File: src/rtl/baud_gen.sv
// baud_gen: divides clk by a loadable 16-bit divisor D to produce rx_en,
// and by OVERSAMPLE*D to produce tx_en. All outputs are registered.
`timescale 1ns/1ps
`default_nettype none

module baud_gen #(
  parameter int OVERSAMPLE = 16
) (
  input  logic        clk,
  input  logic        rst,
  input  logic [15:0] div_buf,
  input  logic        buf_rdy,
  output logic        rx_en,
  output logic        tx_en,
  output logic        running
);

  localparam int OS_W = (OVERSAMPLE > 1) ? $clog2(OVERSAMPLE) : 1;
  localparam logic [OS_W-1:0] OS_LAST = OS_W'(OVERSAMPLE - 1);

  typedef enum logic [0:0] {
    IDLE = 1'b0,
    RUN  = 1'b1
  } state_t;

  state_t            state, state_nxt;
  logic [15:0]       div_reg, div_nxt;
  logic [15:0]       cnt, cnt_nxt;
  logic [OS_W-1:0]   os_cnt, os_nxt;
  logic              rx_nxt, tx_nxt, run_nxt;

  always_ff @(posedge clk) begin
    if (rst) begin
      state   <= IDLE;
      div_reg <= 16'd0;
      cnt     <= 16'd0;
      os_cnt  <= '0;
      rx_en   <= 1'b0;
      tx_en   <= 1'b0;
      running <= 1'b0;
    end else begin
      state   <= state_nxt;
      div_reg <= div_nxt;
      cnt     <= cnt_nxt;
      os_cnt  <= os_nxt;
      rx_en   <= rx_nxt;
      tx_en   <= tx_nxt;
      running <= run_nxt;
    end
  end

  always_comb begin
    state_nxt = state;
    div_nxt   = div_reg;
    cnt_nxt   = cnt;
    os_nxt    = os_cnt;
    rx_nxt    = 1'b0;
    tx_nxt    = 1'b0;
    run_nxt   = running;

    if (buf_rdy) begin
      // A load wins over any tick due this cycle and restarts the phase.
      div_nxt = div_buf;
      os_nxt  = '0;
      if (div_buf == 16'd0) begin
        cnt_nxt   = 16'd0;
        state_nxt = IDLE;
        run_nxt   = 1'b0;
      end else begin
        cnt_nxt   = div_buf - 16'd1;
        state_nxt = RUN;
        run_nxt   = 1'b1;
      end
    end else if (state == RUN) begin
      if (cnt == 16'd0) begin
        cnt_nxt = div_reg - 16'd1;
        rx_nxt  = 1'b1;
        tx_nxt  = (os_cnt == OS_LAST);
        os_nxt  = os_cnt + 1'b1;
      end else begin
        cnt_nxt = cnt - 16'd1;
      end
    end
  end

endmodule

`default_nettype wire

File: config.mk
export PLATFORM = sky130hd
export DESIGN_NAME = baud_gen
export DESIGN_NICKNAME = d
export VERILOG_FILES = /design/src/rtl/baud_gen.sv
export SDC_FILE = /design/constraint.sdc
export NUM_CORES = 1
export LEC_CHECK = 0
export CORE_MARGIN = 2
export CORE_UTILIZATION = 38
export DETAILED_ROUTE_END_ITERATION = 12
export DONT_BUFFER_PORTS = 1
export GPL_ROUTABILITY_DRIVEN = 0
export PLACE_DENSITY = 0.51
export SLEW_MARGIN = 10
export SYNTH_ARGS = -nofsm -noshare
export SYNTH_HDL_FRONTEND = slang
export SYNTH_SLANG_ARGS = --single-unit
File: constraint.sdc
create_clock -name clk -period 2.8 [get_ports clk]
set_input_delay 0.56 -clock clk [delete_from_list [all_inputs] [get_ports clk]]
set_output_delay 0.56 -clock clk [all_outputs]
set_load 0.05 [all_outputs]
Yosys cells after proc, flatten, opt, wreduce, memory -nomap -nowiden
Index checks and enable logic that the tools add are counted.
- register bits: 39
- input bits: 19
- output and inout bits: 3
- logic and storage cells: 26
- $add $sub $neg: 4
- equality and inequality tests: 1
- mux-type cells: 6
- bitwise operators: 2
- reduce and logical (&&, ||, !) cells: 7
- operators with widths (kind ; count):
    two-way mux 16 bit ; 4
    subtractor 16 x 1 -> 16 bit, second input constant ; 3
    zero test 16 bit ; 2
    adder 4 x 1 -> 4 bit, second input constant ; 1
    equality test 4 bit, second input constant ; 1
    OR reduction 4 bit ; 1
    OR reduction 3 bit ; 1
    two-way mux 1 bit ; 2
    NOT 1 bit ; 2
    AND reduction 2 bit ; 1
    nonzero test 2 bit ; 1
    OR reduction 2 bit ; 1

Logic depth before layout (Yosys ltp)
- depth in word-level cells: 4
- mapped depth: 14

Worst setup path after synthesis
Ideal clock, no wire load.
- kind: reg2reg
- start: register cnt[2]
- end: register cnt[12]
- setup time: 127 ps
- data arrival time: 2706 ps
- data required time: 2673 ps
- path slack: -33 ps
- cell stages (with the launch flop): 15
- clock period less this slack: 2833 ps
- cell sequence: dfxtp_1 > nor3_2 > and4_1 > buf_4 > and2_1 > buf_6 > buf_6 > a21oi_1 > ha_1 > nand2_1 > a21oi_1 > and4_2 > buf_2 > a31oi_1 > or3b_1
- cells in the longest elaborated chain, start to end: 4
- ends and longest elaborated chain (element ; line ; RTL):
    from (decl) ; 28 ; logic [15:0] cnt, cnt_nxt;
    from (signal assigned) ; 44 ; cnt <= cnt_nxt;
    subtractor 16 x 1 -> 16 bit or zero test 16 bit (tied branches) ; 81, 75 ;
    two-way mux 16 bit * ; 75 ; if (cnt == 16'd0) begin
    two-way mux 16 bit * ; 74 ; end else if (state == RUN) begin
    two-way mux 16 bit * ; 61 ; if (buf_rdy) begin
Every way passes the cells marked *; elsewhere a longest branch is shown, timed or not. The select of a mux whose other input is x is not followed.
A chain may end at the register's enable or synchronous reset.

Worst setup path after layout
- start: register cnt[13]
- end: register cnt[12]
- cells in the longest elaborated chain, start to end: 4
- ends and longest elaborated chain (element ; line):
    zero test 16 bit ; 75
    two-way mux 16 bit ; 75
    two-way mux 16 bit ; 74
    two-way mux 16 bit ; 61
No other way between the ends. The select of a mux whose other input is x is not followed.

==> results.yml <==
worst_setup_path:
  r2r_slack_ps: 290
  cp_data_required_time_ps: 2980
  crit_slowest_cell: "nor4_1"
  arrival_ps: 2690
  crit_chain: "nor4_1, and4_1, and2_1, a21oi_1, ha_1, nand2_1, a21oi_2, and4_2, nand4_1, or3b_1"
  path_class: "register to register"
  max_stage_delay_ps: 490
  startpoint_type: "register"
  endpoint_kind: "register"
  cp_max_fo: 5
placed_design:
  pre_cts_ws_ps: 292
  place.port_buffers: 0
  placed_area_um2: 2660
  place_inst: 388
  hpwl_um: 5260
cts:
  htree_levels: 2
  tritoncts: "yes"
  cts.sinks: 39
  cts_resized: 0
  cts_root_buf: "clkbuf_8"
  cts.clk_slew.worst_paths_ps: 90
  worst_skew_pair.late_latency_ps: 300
  postCtsSetupRepairBufs: 0
  ctsHoldBuffers: 0
  clk_path_buf_depth: 2
  numCtsBuffers: 5
sta:
  post-route-period-util: 0.895
  period_needed_ps: 2510
  setup_viol_count_final: 0
  maxSlewViolCount: 0
  worstMarginPinSlew_ps: 628
  fin_ws_ps: 295
  finalHoldViolCount: 0
  finClkSkew_ps: 11.4
  hold_ws_ps: 329
  fmax_mhz: 399
  setup_tns_ps: 0
  rsz0062_at_grt: "false"
  slew_headroom: 0.581
logic_synthesis:
  yosysSeqAreaShare: 0.302
  async_reset_ff_frac: 0
  netlist_instances: 312
  ys_ff_latch: 39
  synthDistinctLibCells: 67
  synth_nets: 334
  synth_edf_count: 0
  synthesis.area_um2: 2580
  syn_avg_cell_area_um2: 8.27
  synthFlopType: "dfxtp_1"
  ys_warn_count: 0
global_route:
  grt_usage: 0.199
  antenna_found_initial: 0
  grt_overflow: 0
  grt_pass1_vias: 2216
  grt_pass1_wl_um: 11700
  grt_start_max_net_pins: 36
layout:
  design_area_um2: 2770
  nets: 337
  area_growth_pct: 7.17
  fin_cells: 395
  diodes: 0
  fillers: 690
  drive_above_1_share: 0.130
floorplanning:
  fp.dieH_um: 86.4
  row_count: 30
  dieArea_um2: 7470
  die_w_um: 86.4
  pin_count: 22
  core_um2: 6680
  initial_core_util: 0.386
routing:
  viasPerCell: 5.94
  drt_wl_total_um: 7150
  drt_iter0_drc: 236
  drc_errors: 0
  route.vias.total: 2346
  drtPass1Iterations: 4
  ant_nets: 0
  wl_per_cell_um: 18.1
hold_path:
  hold_path.class: "input port to register"
power:
  ir_drop_mv: 0.218
  power_leakage_nw: 1.03
  power_density_nw_per_um2: 516
job:
  cap_viol_max_count: 0
outcome:
  status: "finished clean"
[cell type report]
| cell class | instances | area, um^2 | share of cell area |
|---|---|---|---|
| clock inverter | 2 | 37.5 | 0.0136 |
| sequential | 39 | 781 | 0.282 |
| timing repair buffer | 13 | 97.6 | 0.0353 |
| inverter | 5 | 18.8 | 0.00678 |
| clock buffer | 5 | 68.8 | 0.0249 |
| multi-input combinational | 251 | 1660 | 0.601 |
| tap | 80 | 100 | 0.0362 |
[cells in the mapped netlist, types with 3 or more instances]
cell type   n  area share
nor2_1     53       0.077
dfxtp_1    39        0.30
a21oi_1    19       0.037
mux2i_1    18       0.070
nand2_1    16       0.023
nand3_1    11       0.021
xor2_1     11       0.037
a31oi_1     9       0.022
o21ai_0     9       0.017
xnor2_1     8       0.027
clkbuf_1    7       0.010
a211oi_1    6       0.017
nor3_1      6       0.012
nor4_1      6       0.015
inv_1       4      0.0058
nand4_1     4      0.0097
or2_2       4      0.0097
a211o_1     3       0.010
a21boi_0    3      0.0087
a311oi_1    3       0.010
and4_1      3       0.010
buf_6       3       0.013
clkbuf_8    3       0.016
ha_1        3       0.015
o221ai_1    3       0.010
or3_1       3      0.0073
or4_1       3      0.0087
[through the flow]
stage	utilization	power (mW)
floorplan	-	0.892
CTS	0.414	1.43
global route	0.414	1.49
global placement	0.398	0.966
finish	0.414	1.43
detailed placement	0.398	0.961
[final timing paths]
| path | start | endpoint | depth (start not counted) |
|---|---|---|---|
| max reg2reg | cnt[13] | cnt[12] | 10 |
| max | cnt[13] | cnt[12] | 10 |
| min | rst | state | 1 |
| min reg2reg | os_cnt[1] | os_cnt[1] | 2 |
[kinds of logic after synthesis]
| logic type | after synthesis | share of synthesized area |
|---|---|---|
| adders and majority gates | 3 | 0.0145 |
| muxes | 19 | 0.0742 |
| and+or+nand+nor | 132 | 0.272 |
| buffers and inverters | 22 | 0.0548 |
| xor gates and xnor gates | 19 | 0.0645 |
| AOI/OAI and AO/OA | 78 | 0.218 |
| DFF | 39 | 0.302 |
[worst max-delay path: cells and delay by family (launching register included)]
kind                     cells  cell delay [ps]
AO/OA/AOI/OAI                2              160
adder cells (fa/ha/maj)      1              200
flip-flops                   1              350
AND/OR/NAND/NOR              7             1690
[report_power, final]
group | switching, mW | internal [mW] | leakage (nW)
logic | 0.170 | 0.143 | 0.656
clock network | 0.212 | 0.261 | 0.0502
registers | 0.0499 | 0.590 | 0.322
[cell usage in the layout (no fill, tap or decap), drive strengths merged, types with 4 or more instances in the layout]
cell | Yosys | routed
a211oi | 6 | 6
a21oi | 19 | 19
a31oi | 10 | 10
and4 | 4 | 4
buf | 7 | 13
clkbuf | 10 | 5
dfxtp | 39 | 39
inv | 4 | 4
mux2i | 18 | 18
nand2 | 17 | 17
nand3 | 11 | 11
nand4 | 4 | 4
nor2 | 53 | 53
nor3 | 8 | 8
nor4 | 7 | 7
o21ai | 10 | 10
or2 | 5 | 5
or3 | 4 | 4
or4 | 5 | 5
xnor2 | 8 | 8
xor2 | 11 | 11
[metal layers]
layer / share of wire / track usage / vias up
met1: 0.48 / 0.284 / 1098
met4: 0.015 / 0.0483 / 0
met5: 0 / 0 / -
li1: - / - / 1166
met3: 0.057 / 0.0381 / 9
met2: 0.45 / 0.310 / 73
Power figures use the tool's default switching activity.
